<file path="src/rtl/fwd_hazard_unit.sv">
// Forwarding and hazard unit: shadow pipeline of in-flight writers (EX..WB),
// per-operand EX forward selects, and ID use-before-ready stall detection.
`timescale 1ns/1ps

module fwd_hazard_unit #(
   parameter int unsigned NUM_SRC = 2,
   parameter int unsigned DEPTH   = 3,
   parameter int unsigned MAX_LAT = 2,
   parameter int unsigned SEL_W   = $clog2(DEPTH),
   parameter int unsigned LAT_W   = $clog2(MAX_LAT + 1)
) (
   input  logic                       clk,
   input  logic                       rst,
   input  logic                       hold_i,
   input  logic                       flush_i,
   input  logic                       id_valid_i,
   input  logic [NUM_SRC*5-1:0]       id_rs_i,
   input  logic [NUM_SRC-1:0]         id_rs_used_i,
   input  logic [4:0]                 id_rd_i,
   input  logic                       id_load_regfile_i,
   input  logic [LAT_W-1:0]           id_lat_i,
   output logic [NUM_SRC*SEL_W-1:0]   ex_fwd_sel_o,
   output logic                       ex_valid_o,
   output logic                       stall_o,
   output logic [31:0]                stall_count_o
);

   localparam int unsigned REG_W = 5;

   // A result must be forwardable before the shadow pipe runs out of stages.
   if (MAX_LAT < 1 || MAX_LAT > DEPTH - 1) begin : g_bad_lat
      $error("fwd_hazard_unit: MAX_LAT must satisfy 1 <= MAX_LAT <= DEPTH-1");
   end

   // Shadow pipeline state; index 0 is EX, DEPTH-1 is WB.
   logic [DEPTH-1:0]                  r_valid;
   logic [DEPTH-1:0]                  r_wr;
   logic [DEPTH-1:0][REG_W-1:0]       r_rd;
   logic [DEPTH-1:0][LAT_W-1:0]       r_lat;
   logic [NUM_SRC-1:0][REG_W-1:0]     r_rs;
   logic [NUM_SRC-1:0]                r_used;
   logic [31:0]                       r_stall_cnt;

   logic [NUM_SRC-1:0]                w_fnd;
   logic [NUM_SRC-1:0]                w_haz;
   logic                              w_stall;
   logic                              w_bubble;
   logic [NUM_SRC-1:0]                w_efnd;
   logic [NUM_SRC-1:0]                w_unreach;
   logic [NUM_SRC-1:0][SEL_W-1:0]     w_sel;
   logic [LAT_W-1:0]                  w_in_lat;

   // ID hazard: youngest matching writer decides whether its value is ready in time.
   always_comb begin
      w_fnd = '0;
      w_haz = '0;
      for (int unsigned j = 0; j < NUM_SRC; j++) begin
         for (int unsigned k = 0; k < DEPTH; k++) begin
            if (!w_fnd[j] && r_valid[k] && r_wr[k] &&
                (r_rd[k] == id_rs_i[REG_W*j +: REG_W]) &&
                (id_rs_i[REG_W*j +: REG_W] != '0)) begin
               w_fnd[j] = 1'b1;
               w_haz[j] = id_rs_used_i[j] && ((k + 1) < 32'(r_lat[k]));
            end
         end
      end
   end

   assign w_stall  = id_valid_i & (|w_haz) & ~flush_i;
   assign w_bubble = w_stall | flush_i | ~id_valid_i;
   assign w_in_lat = (id_lat_i == '0) ? LAT_W'(1) : id_lat_i;

   // EX forward select: youngest matching writer in MEM..WB whose result already exists.
   always_comb begin
      w_sel     = '0;
      w_efnd    = '0;
      w_unreach = '0;
      for (int unsigned j = 0; j < NUM_SRC; j++) begin
         if (r_valid[0] && r_used[j] && (r_rs[j] != '0)) begin
            for (int unsigned k = 1; k < DEPTH; k++) begin
               if (!w_efnd[j] && r_valid[k] && r_wr[k] && (r_rd[k] == r_rs[j])) begin
                  w_efnd[j] = 1'b1;
                  if (k >= 32'(r_lat[k])) w_sel[j] = SEL_W'(k);
                  else                    w_unreach[j] = 1'b1;
               end
            end
         end
      end
   end

   // The ID stall guarantees no EX consumer ever meets an unfinished producer.
   a_no_unready_fwd: assert property (@(posedge clk) disable iff (!rst) (w_unreach == '0));

   // Shadow pipeline advance, bubble insertion and saturating stall counter.
   always_ff @(posedge clk) begin
      if (!rst) begin
         r_valid     <= '0;
         r_wr        <= '0;
         r_rd        <= '0;
         r_lat       <= '0;
         r_rs        <= '0;
         r_used      <= '0;
         r_stall_cnt <= '0;
      end else if (!hold_i) begin
         if (w_bubble) begin
            r_valid <= {r_valid[DEPTH-2:0], 1'b0};
            r_wr    <= {r_wr[DEPTH-2:0], 1'b0};
            r_rd    <= {r_rd[DEPTH-2:0], REG_W'(0)};
            r_lat   <= {r_lat[DEPTH-2:0], LAT_W'(0)};
            r_rs    <= '0;
            r_used  <= '0;
         end else begin
            r_valid <= {r_valid[DEPTH-2:0], 1'b1};
            r_wr    <= {r_wr[DEPTH-2:0], (id_load_regfile_i && (id_rd_i != '0))};
            r_rd    <= {r_rd[DEPTH-2:0], id_rd_i};
            r_lat   <= {r_lat[DEPTH-2:0], w_in_lat};
            r_rs    <= id_rs_i;
            r_used  <= id_rs_used_i;
         end
         if (w_stall && (r_stall_cnt != 32'hFFFF_FFFF)) begin
            r_stall_cnt <= r_stall_cnt + 32'd1;
         end
      end
   end

   assign ex_fwd_sel_o  = w_sel;
   assign ex_valid_o    = r_valid[0];
   assign stall_o       = w_stall;
   assign stall_count_o = r_stall_cnt;

endmodule
</file>
<file path="config.mk">
export PLATFORM = sky130hd
export DESIGN_NAME = fwd_hazard_unit
export DESIGN_NICKNAME = d
export VERILOG_FILES = /design/src/rtl/fwd_hazard_unit.sv
export SDC_FILE = /design/constraint.sdc
export NUM_CORES = 1
export LEC_CHECK = 0
export ABC_AREA = 1
export BUFFER_PORTS_ARGS = -buffer_cell sky130_fd_sc_hd__buf_2
export CAP_MARGIN = 20
export CORE_MARGIN = 5
export CORE_UTILIZATION = 30
export CTS_CLUSTER_DIAMETER = 40
export DETAILED_ROUTE_END_ITERATION = 8
export PLACE_DENSITY = 0.57
export SLEW_MARGIN = 20
export SYNTH_ARGS = -nofsm -noshare
export SYNTH_HDL_FRONTEND = slang
export SYNTH_SLANG_ARGS = --single-unit
export TNS_END_PERCENT = 50
</file>
<file path="constraint.sdc">
create_clock -name clk -period 1.8 [get_ports clk]
set_input_delay 0.27 -clock clk [delete_from_list [all_inputs] [get_ports clk]]
set_output_delay 0.27 -clock clk [all_outputs]
set_load 0.05 [all_outputs]
</file>
==> out/qor.yml <==
status:
  status: "finished, violations left"
  violations: "negative setup slack"
critical_path:
  r2r-start: "r_valid[0]"
  r2r_end: "r_wr[0]"
  cp-endpoint: "ex_fwd_sel_o[0]"
  worstSetupPathType: "register to output pin"
  endpoint_kind: "output pin"
  crit_top_cell: "buf_6"
  ff2ff_path_depth: 13
  cp_top_family: "simple AND/OR/NAND/NOR gates"
  cp_cell_sequence: "nand2_4, buf_6, a2111o_1, nor4_4, nor3b_4, buf_6"
  crit_required_ns: 1.53
  critPathBufInv: 2
  cp_num_cells: 6
  cp_slowest_cell: "a2111o_1"
  crit_fanout: 3
  worstPathArrival_ns: 1.86
  crit_path_max_incr_delay_ns: 0.42
  crit_path_start: "r_wr[1]"
  reg2reg_slack_ns: -0.16
  start_kind: "register"
power:
  clockPowerShare: 0.496
  power_switching_mw: 1.03
  comb_power_share: 0.101
  seqPwrFrac: 0.403
  p_leak_nw: 2.70
  peakVddDrop_v: 0.000554
  switching_share: 0.253
  power.density_nw_per_um2: 679
  p_int_mw: 3.03
floorplanning:
  fp.coreArea_um2: 12500
  die_h_um: 123
  initial_core_util: 0.304
  die_area_um2: 15100
  rows: 41
  fp.dieW_um: 123
  io_pins: 63
logic_synthesis:
  synth_compound_gate_area_share: 0.136
  synth_area_leader_cell: "dfxtp_1"
  synth_cell_type_count: 43
  async_reset_ff_frac: 0
  synth_area_um2: 3810
  synth-xor-area-share: 0.0414
  synth_adder_area_share: 0.00328
  ys_ff_latch: 71
  synth_edf_count: 0
  synth_cells: 566
  yosys.area.top_type_share: 0.373
  syn_nets: 592
  synthTopCellsByArea: "dfxtp_1, nand2_1, nor2_1"
  yosys_warnings: 0
  synthMuxAreaShare: 0
  synth_flop_cell: "dfxtp_1"
  yosysSeqAreaShare: 0.373
  synth_simple_gate_area_frac: 0.351
  avgSynthCellArea_um2: 6.73
  synth_top_family_by_area: "simple AND/OR/NAND/NOR gates"
final_layout:
  fin_cells: 888
  seq_area_um2: 1490
  layout-drive-gt1-share: 0.444
  diodes: 0
  multi_input_area_um2: 2510
  nets: 737
  synthToLayoutAreaGrowth_pct: 56.7
  fillCellCount: 1275
flow_run:
  maxCapViolCount: 0
sta:
  finalClockSkew_ns: 0.00683
  hold_viol_final: 0
  min_period_ns: 2.13
  relSlewSlack: 0.510
  fin_crit_sh: 1.18
  fin_ws_ns: -0.330
  slew_violations: 0
  finalSetupTns_ns: -6.39
  worst_pin_slew_ns: 0.724
  rsz0062_at_grt: "yes"
  hold_slack_ns: 0.173
  fmax_mhz: 469
  setup_viol: 56
detailed_routing:
  wirelength_um: 13100
  num_vias: 4233
  drtIter0Drc: 307
  wl_per_cell_um: 14.8
  first_pass_iters: 5
  viasPerCell: 4.77
  ant_nets: 0
  drc: 0
global_routing:
  grtUsageTotal: 0.180
  grt_pass1_vias: 4344
  gr-total-overflow: 0
  grt_max_degree: 40
  grt_pass1_wl_um: 21100
  antenna_found_initial: 0
min_path:
  min_path_type: "primary input to register"
placed_design:
  port_buffers: 62
  dp_hpwl_um: 9280
  placed_cells_incl_taps: 856
  gp_congestion: 0.892
clocking:
  cts_buffer_depth: 2
  cts_tree: "done"
  clk_latency_ns: 0.34
  clock_sinks: 71
  cts_hold_buf: 0
  ctsRootBufferMaster: "clkbuf_16"
  cts_buffers: 9
  h-tree-depth: 3
  clk_pin_slew_ns: 0.06
synth_stat cells, types with 5 or more instances:
| library cell | n |
|---|---|
| nor2_1 | 73 |
| a21oi_1 | 50 |
| nand4_1 | 8 |
| nand3_1 | 27 |
| clkbuf_1 | 9 |
| nand2_1 | 141 |
| nor2_2 | 7 |
| inv_2 | 6 |
| nand3_2 | 5 |
| inv_1 | 63 |
| dfxtp_1 | 71 |
| nor3_1 | 10 |
| o21ai_0 | 34 |
| xor2_1 | 14 |
sequential cells by signal (all words and copies together), names as in the netlist:
signal,count
r_valid,3
r_used,2
r_rs,10
stall_count_o,32
r_lat,6
r_rd,15
r_wr,3
routing by layer:
layer | wire length [µm] | track usage | up-vias
li1 | - | - | 2120
met1 | 5590 | 0.211 | 1982
met2 | 6500 | 0.316 | 104
met3 | 742 | 0.0512 | 27
met4 | 308 | 0.0567 | 0
met5 | 0 | 0 | -
logic make-up (layout without fill, tap and decap cells):
kind of cell / Yosys count / after routing
AO/OA/AOI/OAI: 97 / 97
adder cells (fa/ha/maj): 1 / 1
XOR/XNOR: 18 / 18
AND/OR/NAND/NOR: 291 / 291
flip-flops: 71 / 71
buffers and inverters: 88 / 238
tightest hold or removal path, cell delays in order:
cell and delay [ns]:
buf_2 0.10, nand2_1 0.05, a21oi_1 0.05
cell type report:
cell class / count / share of cell area
flip-flops and latches: 71 / 0.250
inverters: 71 / 0.0480
clock inverters: 6 / 0.0155
repair buffers: 151 / 0.191
well taps: 172 / 0.0361
multi-input cells: 407 / 0.420
clock buffers: 10 / 0.0400
timing repair:
action                     CTS  global route
resized for setup          101            75
buffers inserted            10             6
pin swaps                   22            40
setup endpoints to repair   51            58
cloned                       3             0
how the worst min path moves through the flow:
stage | slack (ns) | cells past startpoint | startpoint | end
after detailed placement | 0.44 | 1 | stall_count_o[3] | stall_count_o[3]
final | 0.17 | 3 | id_rd_i[4] | r_rd[4]
after floorplan | 0.41 | 2 | id_rs_i[8] | r_rs[8]
after global routing | 0.18 | 3 | id_rd_i[4] | r_rd[4]
after global placement | 0.44 | 1 | stall_count_o[3] | stall_count_o[3]
after CTS | 0.17 | 3 | id_rd_i[4] | r_rd[4]
cell usage in the layout (no fill, tap or decap), types with 18 or more instances in the layout:
master,instances
nand2_1,115
buf_4,71
inv_1,60
a21oi_2,18
o21ai_0,22
nand3_1,18
buf_2,57
a21oi_1,32
dfxtp_2,28
nor2_1,61
dfxtp_1,34
stage by stage:
| stage | total power [mW] | setup slack (ns) | instance area [µm²] | utilization |
|---|---|---|---|---|
| finish | 4.06 | -0.330 | 5970 | 0.477 |
| global route | 4.20 | -0.416 | 5970 | 0.477 |
| detailed placement | 2.01 | -0.212 | 4930 | 0.394 |
| global placement | 2.01 | -0.222 | 4930 | 0.394 |
| CTS | 4.07 | -0.373 | 5720 | 0.457 |
| floorplan | 1.84 | -0.0861 | 3940 | - |
power by group through the flow:
stage               Sequential [mW]  Combinational [mW]  Clock [mW]
detailed placement             1.67               0.344           0
global route                   1.64               0.450        2.11
global placement               1.66               0.342           0
finish                         1.63               0.411        2.01
CTS                            1.63               0.387        2.05
floorplan                      1.66               0.178           0
(Power assumes the default switching activity.)
